### src/rtl/scpu_pkg.sv
// Shared CPU-side definitions for the external output port and its UART consumer.
package scpu_pkg;

    localparam int unsigned BYTE_W = 8;

    // WB decode raises out_valid when an instruction with this opcode retires
    localparam logic [3:0] OP_OUT = 4'hE;

    localparam logic UART_IDLE = 1'b1;

    typedef enum logic [1:0] {
        IDLE  = 2'd0,
        START = 2'd1,
        DATA  = 2'd2,
        STOP  = 2'd3
    } tx_state_t;

endpackage

### src/rtl/byte_fifo.sv
// Small byte FIFO with occupancy count; full/empty are registered from the next count.
module byte_fifo
    import scpu_pkg::*;
#(
    parameter int unsigned DEPTH = 4
) (
    input  logic                     clk,
    input  logic                     rst,
    input  logic                     push,
    input  logic                     pop,
    input  logic [BYTE_W-1:0]        din,
    output logic [BYTE_W-1:0]        dout,
    output logic                     full,
    output logic                     empty,
    output logic [$clog2(DEPTH):0]   count
);

    localparam int unsigned AW = $clog2(DEPTH);
    localparam int unsigned CW = AW + 1;

    logic [BYTE_W-1:0] mem [DEPTH];
    logic [AW-1:0]     wr_ptr;
    logic [AW-1:0]     rd_ptr;
    logic              wr_en;
    logic              rd_en;
    logic [CW-1:0]     count_nxt;

    // A pop in the same cycle frees the slot a push into a full FIFO needs
    assign rd_en     = pop & ~empty;
    assign wr_en     = push & (~full | rd_en);
    assign count_nxt = count + CW'(wr_en) - CW'(rd_en);
    assign dout      = mem[rd_ptr];

    always_ff @(posedge clk or negedge rst) begin
        if (!rst) begin
            wr_ptr <= '0;
            rd_ptr <= '0;
            count  <= '0;
            full   <= 1'b0;
            empty  <= 1'b1;
        end else begin
            if (wr_en) wr_ptr <= wr_ptr + AW'(1);
            if (rd_en) rd_ptr <= rd_ptr + AW'(1);
            count <= count_nxt;
            full  <= (count_nxt == CW'(DEPTH));
            empty <= (count_nxt == '0);
        end
    end

    always_ff @(posedge clk) begin
        if (wr_en) mem[wr_ptr] <= din;
    end

endmodule

### src/rtl/ext_out_uart_tx.sv
// Buffers bytes from the CPU OUT port and serialises them as 8N1 UART frames on tx.
module ext_out_uart_tx
    import scpu_pkg::*;
#(
    parameter int unsigned CLKS_PER_BIT = 16,
    parameter int unsigned FIFO_DEPTH   = 4
) (
    input  logic              clk,
    input  logic              rst,
    input  logic [BYTE_W-1:0] out_data,
    input  logic              out_valid,
    input  logic              clr_ovf,
    output logic              tx,
    output logic              busy,
    output logic              fifo_full,
    output logic              overflow
);

    localparam int unsigned BAUD_W = (CLKS_PER_BIT > 1) ? $clog2(CLKS_PER_BIT) : 1;
    localparam int unsigned CNT_W  = $clog2(FIFO_DEPTH) + 1;
    localparam int unsigned BIT_W  = 3;
    localparam logic [BAUD_W-1:0] BAUD_LAST = BAUD_W'(CLKS_PER_BIT - 1);
    localparam logic [BIT_W-1:0]  BIT_LAST  = BIT_W'(BYTE_W - 1);

    tx_state_t          state;
    tx_state_t          state_nxt;
    logic [BAUD_W-1:0]  baud;
    logic               baud_done;
    logic [BIT_W-1:0]   bit_idx;
    logic [BYTE_W-1:0]  shift;
    logic               tx_nxt;
    logic               pop;
    logic               push;
    logic               ovf_set;
    logic [BYTE_W-1:0]  fifo_dout;
    logic               fifo_empty;
    logic [CNT_W-1:0]   fifo_count;
    logic [CNT_W-1:0]   cnt_nxt;

    assign baud_done = (baud == BAUD_LAST);
    assign push      = out_valid & (~fifo_full | pop);
    assign ovf_set   = out_valid & fifo_full & ~pop;
    assign cnt_nxt   = fifo_count + CNT_W'(push) - CNT_W'(pop);

    byte_fifo #(
        .DEPTH (FIFO_DEPTH)
    ) u_fifo (
        .clk   (clk),
        .rst   (rst),
        .push  (push),
        .pop   (pop),
        .din   (out_data),
        .dout  (fifo_dout),
        .full  (fifo_full),
        .empty (fifo_empty),
        .count (fifo_count)
    );

    always_ff @(posedge clk or negedge rst) begin
        if (!rst) state <= IDLE;
        else      state <= state_nxt;
    end

    always_comb begin
        state_nxt = state;
        unique case (state)
            IDLE:  if (!fifo_empty) state_nxt = START;
            START: if (baud_done) state_nxt = DATA;
            DATA:  if (baud_done && bit_idx == BIT_LAST) state_nxt = STOP;
            STOP:  if (baud_done) state_nxt = fifo_empty ? IDLE : START;
            default: state_nxt = IDLE;
        endcase
    end

    // Pops happen on the edge that enters START, so a loaded byte is always framed
    always_comb begin
        pop    = 1'b0;
        tx_nxt = UART_IDLE;
        unique case (state)
            IDLE:  pop = ~fifo_empty;
            START: tx_nxt = 1'b0;
            DATA:  tx_nxt = shift[0];
            STOP: begin
                tx_nxt = 1'b1;
                pop    = baud_done & ~fifo_empty;
            end
            default: tx_nxt = UART_IDLE;
        endcase
    end

    always_ff @(posedge clk or negedge rst) begin
        if (!rst) begin
            baud     <= '0;
            bit_idx  <= '0;
            shift    <= '0;
            tx       <= UART_IDLE;
            busy     <= 1'b0;
            overflow <= 1'b0;
        end else begin
            tx   <= tx_nxt;
            busy <= (state_nxt != IDLE) | (cnt_nxt != '0);

            if (state == IDLE || baud_done) baud <= '0;
            else                            baud <= baud + BAUD_W'(1);

            if (pop)                          shift <= fifo_dout;
            else if (state == DATA && baud_done) shift <= shift >> 1;

            if (state == START)                  bit_idx <= '0;
            else if (state == DATA && baud_done) bit_idx <= bit_idx + BIT_W'(1);

            // A new drop outranks a simultaneous software clear
            if (ovf_set)      overflow <= 1'b1;
            else if (clr_ovf) overflow <= 1'b0;
        end
    end

endmodule

### config.mk
export PLATFORM = sky130hd
export DESIGN_NAME = ext_out_uart_tx
export DESIGN_NICKNAME = d
export VERILOG_FILES = /design/src/rtl/scpu_pkg.sv /design/src/rtl/byte_fifo.sv /design/src/rtl/ext_out_uart_tx.sv
export SDC_FILE = /design/constraint.sdc
export NUM_CORES = 1
export LEC_CHECK = 0
export BUFFER_PORTS_ARGS = -buffer_cell sky130_fd_sc_hd__clkbuf_2
export CORE_MARGIN = 10
export CORE_UTILIZATION = 30
export DETAILED_ROUTE_END_ITERATION = 16
export GPL_TIMING_DRIVEN = 0
export SYNTH_ARGS = -nofsm -noshare
export SYNTH_HDL_FRONTEND = slang
export SYNTH_HIERARCHICAL = 1
export SYNTH_SLANG_ARGS = --single-unit
### constraint.sdc
create_clock -name clk -period 4.3 [get_ports clk]
set_input_delay 0.86 -clock clk [delete_from_list [all_inputs] [get_ports clk]]
set_output_delay 0.86 -clock clk [all_outputs]
set_load 0.01 [all_outputs]
==> reports/results.tsv, run 1 <==
metric	value	unit
DR vias/cell	4.420	
initial antenna violation count	0	
#FFs+latches synth	61	
Synth Flop Type	edfxtp_1	
Final #Nets	242	
setup bufs post-CTS	0	
fin cells	326	
CTS Buffer Depth	2	
Power Density	670.5	mW/mm²
Mapped Area	0.002740	mm²
Initial DRT Pass Iterations	4	
metal3 WL	130	µm
total track usage	7.444	%
full die area	0.01336	mm²
FMAX	272.0	MHz
H-tree Lvls	3	
vias in the first global route	1571	
clk root buf	clkbuf_8	
Initial Util	31.12	%
worst hold path depth	1	
DRT iter0 DRCs	30	
Cells after DPL	310	
Max FO, Critical Path	10	
worst hold endpoint	baud[0]	
unrepaired setup endpoints after global routing	no	
GR Overflow Total	0	
fillers	832	
Max Cap Viol	0	
CTS tree	done	
setup TNS	0	ns
clock network latency to the later pin of the worst-skew pair	0.33	ns
Synthesis Warnings	6	
Final Max Slew Viols	0	
Setup CP Type	reg2reg	
most frequent cells in the layout	edfxtp_1, dfrtp_1, clkbuf_2, ha_1, inv_1	
Hold Fails Final Rpt	0	
RR Startpoint	state[1]	
Reg2Reg Depth	16	
clock transition at the registers of the reported paths	0.07	ns
GP Congestion	0.7679	
post_cts resized	0	
Routed Wire Length	4339	µm
Met2 Wirelength	2093	µm
largest net degree at the start of global routing	30	
share of layout cells above drive strength 1	25.23	%
clock skew	0.007585	ns
synth unique cells	42	
hold_buf cts	0	
P_leak	1.314	nW
Multi-input gate area	957.2	µm²
wire length of the first global-routing pass	7707	µm
RR Endpoint	u_fifo/full	
DIE HEIGHT	115.6	µm
post-route setup slack	0.6237	ns
critical path launch point type	register	
share of the yosys chip area belonging to registers	61.64	%
commonest non-fill, non-tap cell in the layout	edfxtp_1	
crit share post-route	85.50	%
syn_nets	216	
relative slew slack	51.88	%
Layout Area Growth over Synthesis	15.80	%
slack of the worst reg-to-reg path	0.62	ns
CP arrival	3.93	ns
highest routed layer	met4	
final setup fails	0	
register area	0.001689	mm²
dpl hpwl	3076	µm
outcome	complete, no violations	
Die Span X	115.6	µm
Vias	1441	
Critical Path Sink Type	register	
Post-synth ARST share	47.54	%
IO Count	16	
Slew @ Worst Pin	0.7218	ns
worst hold path type	reg2reg	
input/output buffers	15	
drt wl/cell	13.31	µm
Syn Area/Cell	14.65	µm²
Core ar.	0.008806	mm²
row count	34	
CTS Sinks	61	
EDFF count, synth	32	
pre-CTS WS	0.6357	ns
wl on met1	2068	µm
# diodes	0	
Post-Synthesis Cells	187	
DR DRC count	0	
Final ANT Viol Nets	0	
Tmin final	3.676	ns
required time worst endpoint	4.55	ns
worst vdd ir	0.2652	mV
hold path start	baud[0]	
total CTS buffers	9	
how the worst max path moves through the flow:
stage / start / endpoint / slack, ns
global placement: state[0] / u_fifo/full / 0.65
detailed placement: state[1] / u_fifo/full / 0.64
global route: state[1] / u_fifo/full / 0.27
finish: state[1] / u_fifo/full / 0.62
CTS: state[1] / u_fifo/full / 0.57
floorplan: state[0] / u_fifo/full / 1.05
worst max-delay path: stages, from the launching register on:
cell	delay (ns)
dfrtp_1	0.44
inv_1	0.12
ha_1	0.25
a41oi_1	0.07
or3_1	0.36
clkbuf_1	0.24
a21boi_1	0.27
a21boi_4	0.30
inv_1	0.07
ha_1	0.28
inv_1	0.05
ha_1	0.13
inv_1	0.05
fa_1	0.39
xnor2_1	0.21
xnor2_1	0.18
nor3b_2	0.20
per-layer routing:
layer	vias up	GRT usage (%)
li1	725	-
met1	694	9.223
met2	16	11.29
met3	6	2.584
met4	0	3.801
met5	-	0
cell families after synthesis:
| group | synth area share (%) |
|---|---|
| multiplexers | 9.543 |
| XOR/XNOR | 2.877 |
| adder cells (fa/ha/maj) | 8.311 |
| buffers and inverters | 3.425 |
| AND/OR/NAND/NOR | 7.397 |
| flip-flops | 61.64 |
| AO/OA/AOI/OAI | 6.804 |
sequential cells by signal (all words and copies together), names as in the netlist:
| signal | cells |
|---|---|
| bit_idx | 3 |
| u_fifo/rd_ptr | 2 |
| u_fifo/mem | 32 |
| shift | 8 |
| u_fifo/count | 3 |
| u_fifo/full | 1 |
| state | 2 |
| u_fifo/wr_ptr | 2 |
| tx | 1 |
| busy | 1 |
| baud | 4 |
| overflow | 1 |
| u_fifo/empty | 1 |
cells in the mapped netlist (2+ instances only):
cell / n / area [µm²]
clkbuf_1: 2 / 7.510
dfstp_2: 2 / 52.55
o21ai_0: 4 / 20.02
mux4_2: 8 / 180.2
nand2_1: 9 / 33.78
edfxtp_1: 32 / 960.9
nor3_1: 2 / 10.01
a21oi_1: 9 / 45.04
xnor2_1: 7 / 61.31
xor2_1: 2 / 17.52
mux2i_1: 7 / 70.07
inv_1: 14 / 52.55
or3_1: 3 / 18.77
ha_1: 15 / 187.7
fa_1: 2 / 40.04
dfrtp_1: 27 / 675.7
nor2_1: 10 / 37.54
nand3_1: 4 / 20.02
buf_2: 2 / 10.01
and2_1: 4 / 25.02
where the power goes:
| group | internal [W] | switching (W) |
|---|---|---|
| clock network | 0.000329 | 0.000231 |
| logic | 0.000331 | 0.000355 |
| registers | 0.000794 | 0.0000880 |
per-stage QoR:
stage | hold slack, ns | util [%] | total power, W | cell area, µm²
6_report | 0.4973 | 36.03 | 0.002127 | 3173
5_1_grt | 0.5368 | 36.03 | 0.002300 | 3173
4_1_cts | 0.5028 | 36.03 | 0.002170 | 3173
3_5_place_dp | 0.4891 | 33.50 | 0.001595 | 2950
3_3_place_gp | 0.4828 | 33.50 | 0.001575 | 2950
2_1_floorplan | 0.4561 | - | 0.001430 | 2740
layout make-up:
class / count / share of cell area [%]
clock inverters: 7 / 3.115
repair buffers: 15 / 2.366
well taps: 108 / 4.259
inverters: 14 / 1.656
plain buffers: 7 / 1.301
flip-flops and latches: 61 / 53.23
multi-input cells: 105 / 30.17
clock buffers: 9 / 3.904
(Power assumes the default switching activity.)
==> run 2, diff against run 1 <==
- CORE_UTILIZATION: 30 -> 45
- SYNTH_HIERARCHICAL: 1 -> unset
==> reports/results.tsv, run 2 <==
metric	value	unit
Final Max Slew Viols	0	
Post-Synthesis Cells	187	
Largest Register	u_fifo.mem	
DRT iter0 DRCs	66	
CTS Buffer Depth	2	
CTS Sinks	61	
hold_buf cts	0	
register area	0.001689	mm²
Multi-input gate area	923.4	µm²
worst vdd ir	0.2950	mV
biggest regs	u_fifo.mem (32), shift (8), baud (4)	
GP Congestion	0.7931	
clock transition at the registers of the reported paths	0.07	ns
unrepaired setup endpoints after global routing	no	
final setup fails	0	
setup bufs post-CTS	0	
critical path launch point type	register	
most frequent cells in the layout	edfxtp_1, dfrtp_1, nand2_1, ha_1, clkbuf_2	
Final #Nets	242	
top-count cell post-synth	edfxtp_1	
# diodes	0	
setup TNS	0	ns
outcome	complete, no violations	
Sw Pwr	0.0006335	W
drt wl/cell	14.63	µm
crit share post-route	69.39	%
synth unique cells	34	
clock skew	0.005850	ns
Hold Fails Final Rpt	0	
Cells after DPL	277	
post-synth top area share	35.67	%
Syn Area/Cell	14.41	µm²
share of layout cells above drive strength 1	24.31	%
required time worst endpoint	4.54	ns
FMAX	335.1	MHz
Post-synth top cells	edfxtp_1, dfrtp_1, nand2_1	
GR Overflow Total	0	
cell taking the most area after synthesis	edfxtp_1	
Synth Flop Type	edfxtp_1	
Finished Core Util	51.92	%
Power Density	630.9	mW/mm²
worst hold path type	reg2reg	
initial antenna violation count	0	
top area cells in the synthesized netlist	edfxtp_1, dfrtp_1, ha_1, mux4_2, nand2_1	
Layout Area Growth over Synthesis	12.77	%
input/output buffers	15	
Synthesis Warnings	0	
vias in the first global route	1546	
Initial Util	46.04	%
Routed Wire Length	4286	µm
full die area	0.009481	mm²
Vias	1498	
Initial DRT Pass Iterations	4	
DR vias/cell	5.113	
Core ar.	0.005851	mm²
dpl hpwl	3025	µm
IO Count	16	
Max FO, Critical Path	10	
share of the yosys chip area belonging to registers	62.70	%
post_cts resized	0	
Internal	0.001283	W
Max Cap Viol	0	
CTS tree	done	
fin cells	293	
EDFF count, synth	32	
Comb pwr share	31.7	%
final hold slack	0.5042	ns
Switching Fraction	33.05	%
CP arrival	3.23	ns
Final ANT Viol Nets	0	
H-tree Lvls	3	
wire length of the first global-routing pass	7403	µm
total CTS buffers	9	
clock network latency to the later pin of the worst-skew pair	0.33	ns
Die Span X	97.37	µm
Tmin final	2.984	ns
DR DRC count	0	
Post-synth ARST share	47.54	%
Mapped Area	0.002694	mm²
row count	28	
total track usage	9.757	%
relative slew slack	50.62	%
Setup CP Type	reg2reg	
clk root buf	clkbuf_8	
P_leak	1.261	nW
DIE HEIGHT	97.37	µm
clock share of power	23.1	%
Critical Path Sink Type	register	
max FFs per register	32	
#FFs+latches synth	61	
Seq pwr share	45.2	%
commonest non-fill, non-tap cell in the layout	edfxtp_1	
syn_nets	216	
Slew @ Worst Pin	0.7407	ns
fillers	477	
largest net degree at the start of global routing	30	
-- run 2: cell types whose count changed in the layout (fill, tap and decap cells not counted), sizes merged, moves of 2 or more --
cell / previous run / this run
nand2: 9 / 19
o21ai: 4 / 12
a21oi: 10 / 6
nor2: 10 / 6
inv: 15 / 12
bufinv: 2 / 0
nor3: 2 / 4
or3: 3 / 1
xnor2: 7 / 5
-- run 2: cell families after synthesis --
group / count (synthesis) / share of synthesized area [%]
DFF: 61 / 62.70
and+or+nand+nor: 44 / 8.082
AOI/OAI and AO/OA: 23 / 5.295
buffers and inverters: 18 / 3.019
adders and majority gates: 17 / 8.453
muxes: 16 / 9.847
xor gates and xnor gates: 8 / 2.601
-- run 2: final cells by class --
| class | count | share of cell area, % |
|---|---|---|
| plain buffers | 7 | 1.318 |
| clock buffers | 9 | 4.077 |
| clock inverters | 7 | 1.689 |
| inverters | 11 | 1.359 |
| multi-input cells | 108 | 30.40 |
| flip-flops and latches | 61 | 55.60 |
| well taps | 75 | 3.089 |
| repair buffers | 15 | 2.471 |
-- run 2: power groups by stage --
stage / combinational, W / sequential (W) / clock (W)
final: 0.000608 / 0.000867 / 0.000443
after global routing: 0.000689 / 0.000886 / 0.000489
after CTS: 0.000622 / 0.000868 / 0.000455
after detailed placement: 0.000618 / 0.000879 / 0
after global placement: 0.000591 / 0.000868 / 0
after floorplan: 0.000470 / 0.000865 / 0
-- run 2: layer usage --
layer / track usage (%) / vias up / wire, µm
li1: - / 726 / -
met1: 11.02 / 743 / 1881
met2: 15.89 / 20 / 2183
met3: 2.774 / 9 / 134
met4: 6.040 / 0 / 85
met5: 0 / - / 0
-- run 2: metrics by stage --
step	power, W	setup WS [ns]	cell area [µm²]
final	0.001917	1.316	3038
after global placement	0.001459	1.406	2863
after global routing	0.002064	1.131	3038
after CTS	0.001945	1.310	3038
after detailed placement	0.001497	1.353	2863
after floorplan	0.001336	1.655	2694
-- run 2: path summary, 6_finish.rpt --
check                           startpoint          endpoint  slack (ns)  cells after the start
max in group asynchronous              rst  u_fifo.wr_ptr[0]        3.24                      1
worst min register to register    shift[0]                tx        0.50                      2
min in group asynchronous              rst           baud[2]        0.58                      1
worst min-delay path              shift[0]                tx        0.50                      2
worst max register to register    state[1]       u_fifo.full        1.32                     13
worst max-delay path              state[1]       u_fifo.full        1.32                     13
-- run 2: critical path: stages, from the launching register on --
cell and delay [ns]:
dfrtp_1 0.43, inv_1 0.12, ha_1 0.25, a41oi_1 0.06
or3_1 0.34, buf_6 0.15, inv_2 0.12, buf_4 0.19
ha_1 0.13, inv_1 0.04, ha_1 0.21, fa_1 0.39
xor2_1 0.23, nor3b_1 0.23
==> run 3, diff against run 2 <==
- clock period: 4.3 -> 3.1 ns (I/O delays scaled with it)
==> reports/results.tsv, run 3 (synthesis gave the netlist of run 2 again) <==
metric	value	unit
# diodes	0	
CTS Buffer Depth	2	
DIE HEIGHT	97.37	µm
worst vdd ir	0.4107	mV
Die Span X	97.37	µm
DR vias/cell	5.102	
wl on met1	1892	µm
final setup fails	0	
FMAX	342.4	MHz
Core ar.	0.005851	mm²
setup TNS	0	ns
post-route setup slack	0.1797	ns
Vias	1495	
total CTS buffers	9	
row count	28	
crit share post-route	94.20	%
GP Congestion	0.7931	
Initial DRT Pass Iterations	4	
relative slew slack	50.24	%
clock transition at the registers of the reported paths	0.07	ns
pre-CTS WS	0.1529	ns
Initial Util	46.04	%
IO Count	16	
Final ANT Viol Nets	0	
CP arrival	3.18	ns
vias in the first global route	1546	
Final #Nets	242	
Layout Area Growth over Synthesis	13.38	%
DP Area	0.002863	mm²
design area	0.003054	mm²
Met2 Wirelength	2214	µm
total track usage	9.757	%
Hold Fails Final Rpt	0	
commonest non-fill, non-tap cell in the layout	edfxtp_1	
clock network latency to the later pin of the worst-skew pair	0.33	ns
dpl hpwl	3025	µm
clock skew	0.007592	ns
Final Max Slew Viols	0	
max FFs per register	32	
drt wl/cell	14.77	µm
fin cells	293	
biggest regs	u_fifo.mem (32), shift (8), baud (4)	
Setup CP Type	reg2reg	
Power Density	881.9	mW/mm²
metal3 WL	134	µm
GR Overflow Total	0	
Largest Register	u_fifo.mem	
outcome	complete, no violations	
CTS Sinks	61	
most frequent cells in the layout	edfxtp_1, dfrtp_1, nand2_1, clkbuf_2, ha_1	
Routed Wire Length	4327	µm
H-tree Lvls	3	
Total Power	0.002694	W
wire length of the first global-routing pass	7403	µm
Slew @ Worst Pin	0.7464	ns
fillers	478	
critical path launch point type	register	
input/output buffers	15	
unrepaired setup endpoints after global routing	no	
DR DRC count	0	
initial antenna violation count	0	
Max FO, Critical Path	10	
Cells after DPL	277	
full die area	0.009481	mm²
highest routed layer	met4	
required time worst endpoint	3.36	ns
Tmin final	2.920	ns
setup bufs post-CTS	0	
clk root buf	clkbuf_8	
CTS tree	done	
P_leak	1.263	nW
Max Cap Viol	0	
DRT iter0 DRCs	53	
Critical Path Sink Type	register	
largest net degree at the start of global routing	30	
share of layout cells above drive strength 1	25.69	%
worst hold path type	in2async	
run 3: changes by cell type in the layout (fill, tap and decap cells not counted):
cell,previous run,this run
nor3b_2,0,1
nor3b_1,2,1
buf_6,1,2
nor3_2,0,1
nor3_1,4,3
ha_2,0,1
ha_1,15,14
buf_4,1,0
run 3: per-layer routing:
metal	vias to the layer above	global-route usage, %
met3	9	2.774
met1	742	11.02
li1	724	-
met5	-	0
met4	0	6.040
met2	20	15.89
run 3: final timing paths:
kind,cells past startpoint,startpoint,endpoint,slack [ns]
setup reg to reg,12,state[1],u_fifo.full,0.18
hold reg to reg,2,shift[0],tx,0.50
hold / removal,1,rst,baud[0],0.34
setup / recovery,12,state[1],u_fifo.full,0.18
min in group clk,2,clr_ovf,overflow,0.49
max in group asynchronous,1,rst,u_fifo.wr_ptr[0],2.28
run 3: repair_timing:
action,in CTS,in global routing
resized for setup,0,4
hold buffers,0,0
setup endpoints to repair,0,2
run 3: final cells by class:
cell class                      count  area, µm²  area share [%]
Multi-Input combinational cell    108      935.9           30.64
Tap cell                           75      93.84           3.073
Sequential cell                    61       1689           55.31
Timing Repair Buffer               15      75.07           2.458
Buffer                              7      43.79           1.434
Clock buffer                        9      123.9           4.056
Clock inverter                      7      51.30           1.680
Inverter                           11      41.29           1.352
run 3: critical path, stage by stage, from the launching register on:
cell and delay (ns):
dfrtp_1 0.43, inv_1 0.12, ha_2 0.27, or3_1 0.38, buf_6 0.15, inv_2 0.12, buf_6 0.16, ha_1 0.12
inv_1 0.04, ha_1 0.21, fa_1 0.40, xor2_1 0.24, nor3b_2 0.21
run 3: power by group:
group / switching [W] / total [W] / internal, W
combinational: 0.000468 / 0.000876 / 0.000408
clock: 0.000324 / 0.000615 / 0.000292
sequential: 0.000105 / 0.00120 / 0.00110
total: 0.000896 / 0.00269 / 0.00180
run 3: metrics by stage:
| stage | hold slack, ns | utilization [%] |
|---|---|---|
| finish | 0.3350 | 52.20 |
| global route | 0.3927 | 52.20 |
| CTS | 0.3596 | 51.92 |
| detailed placement | 0.4954 | 48.93 |
| global placement | 0.4810 | 48.93 |
| floorplan | 0.3244 | - |
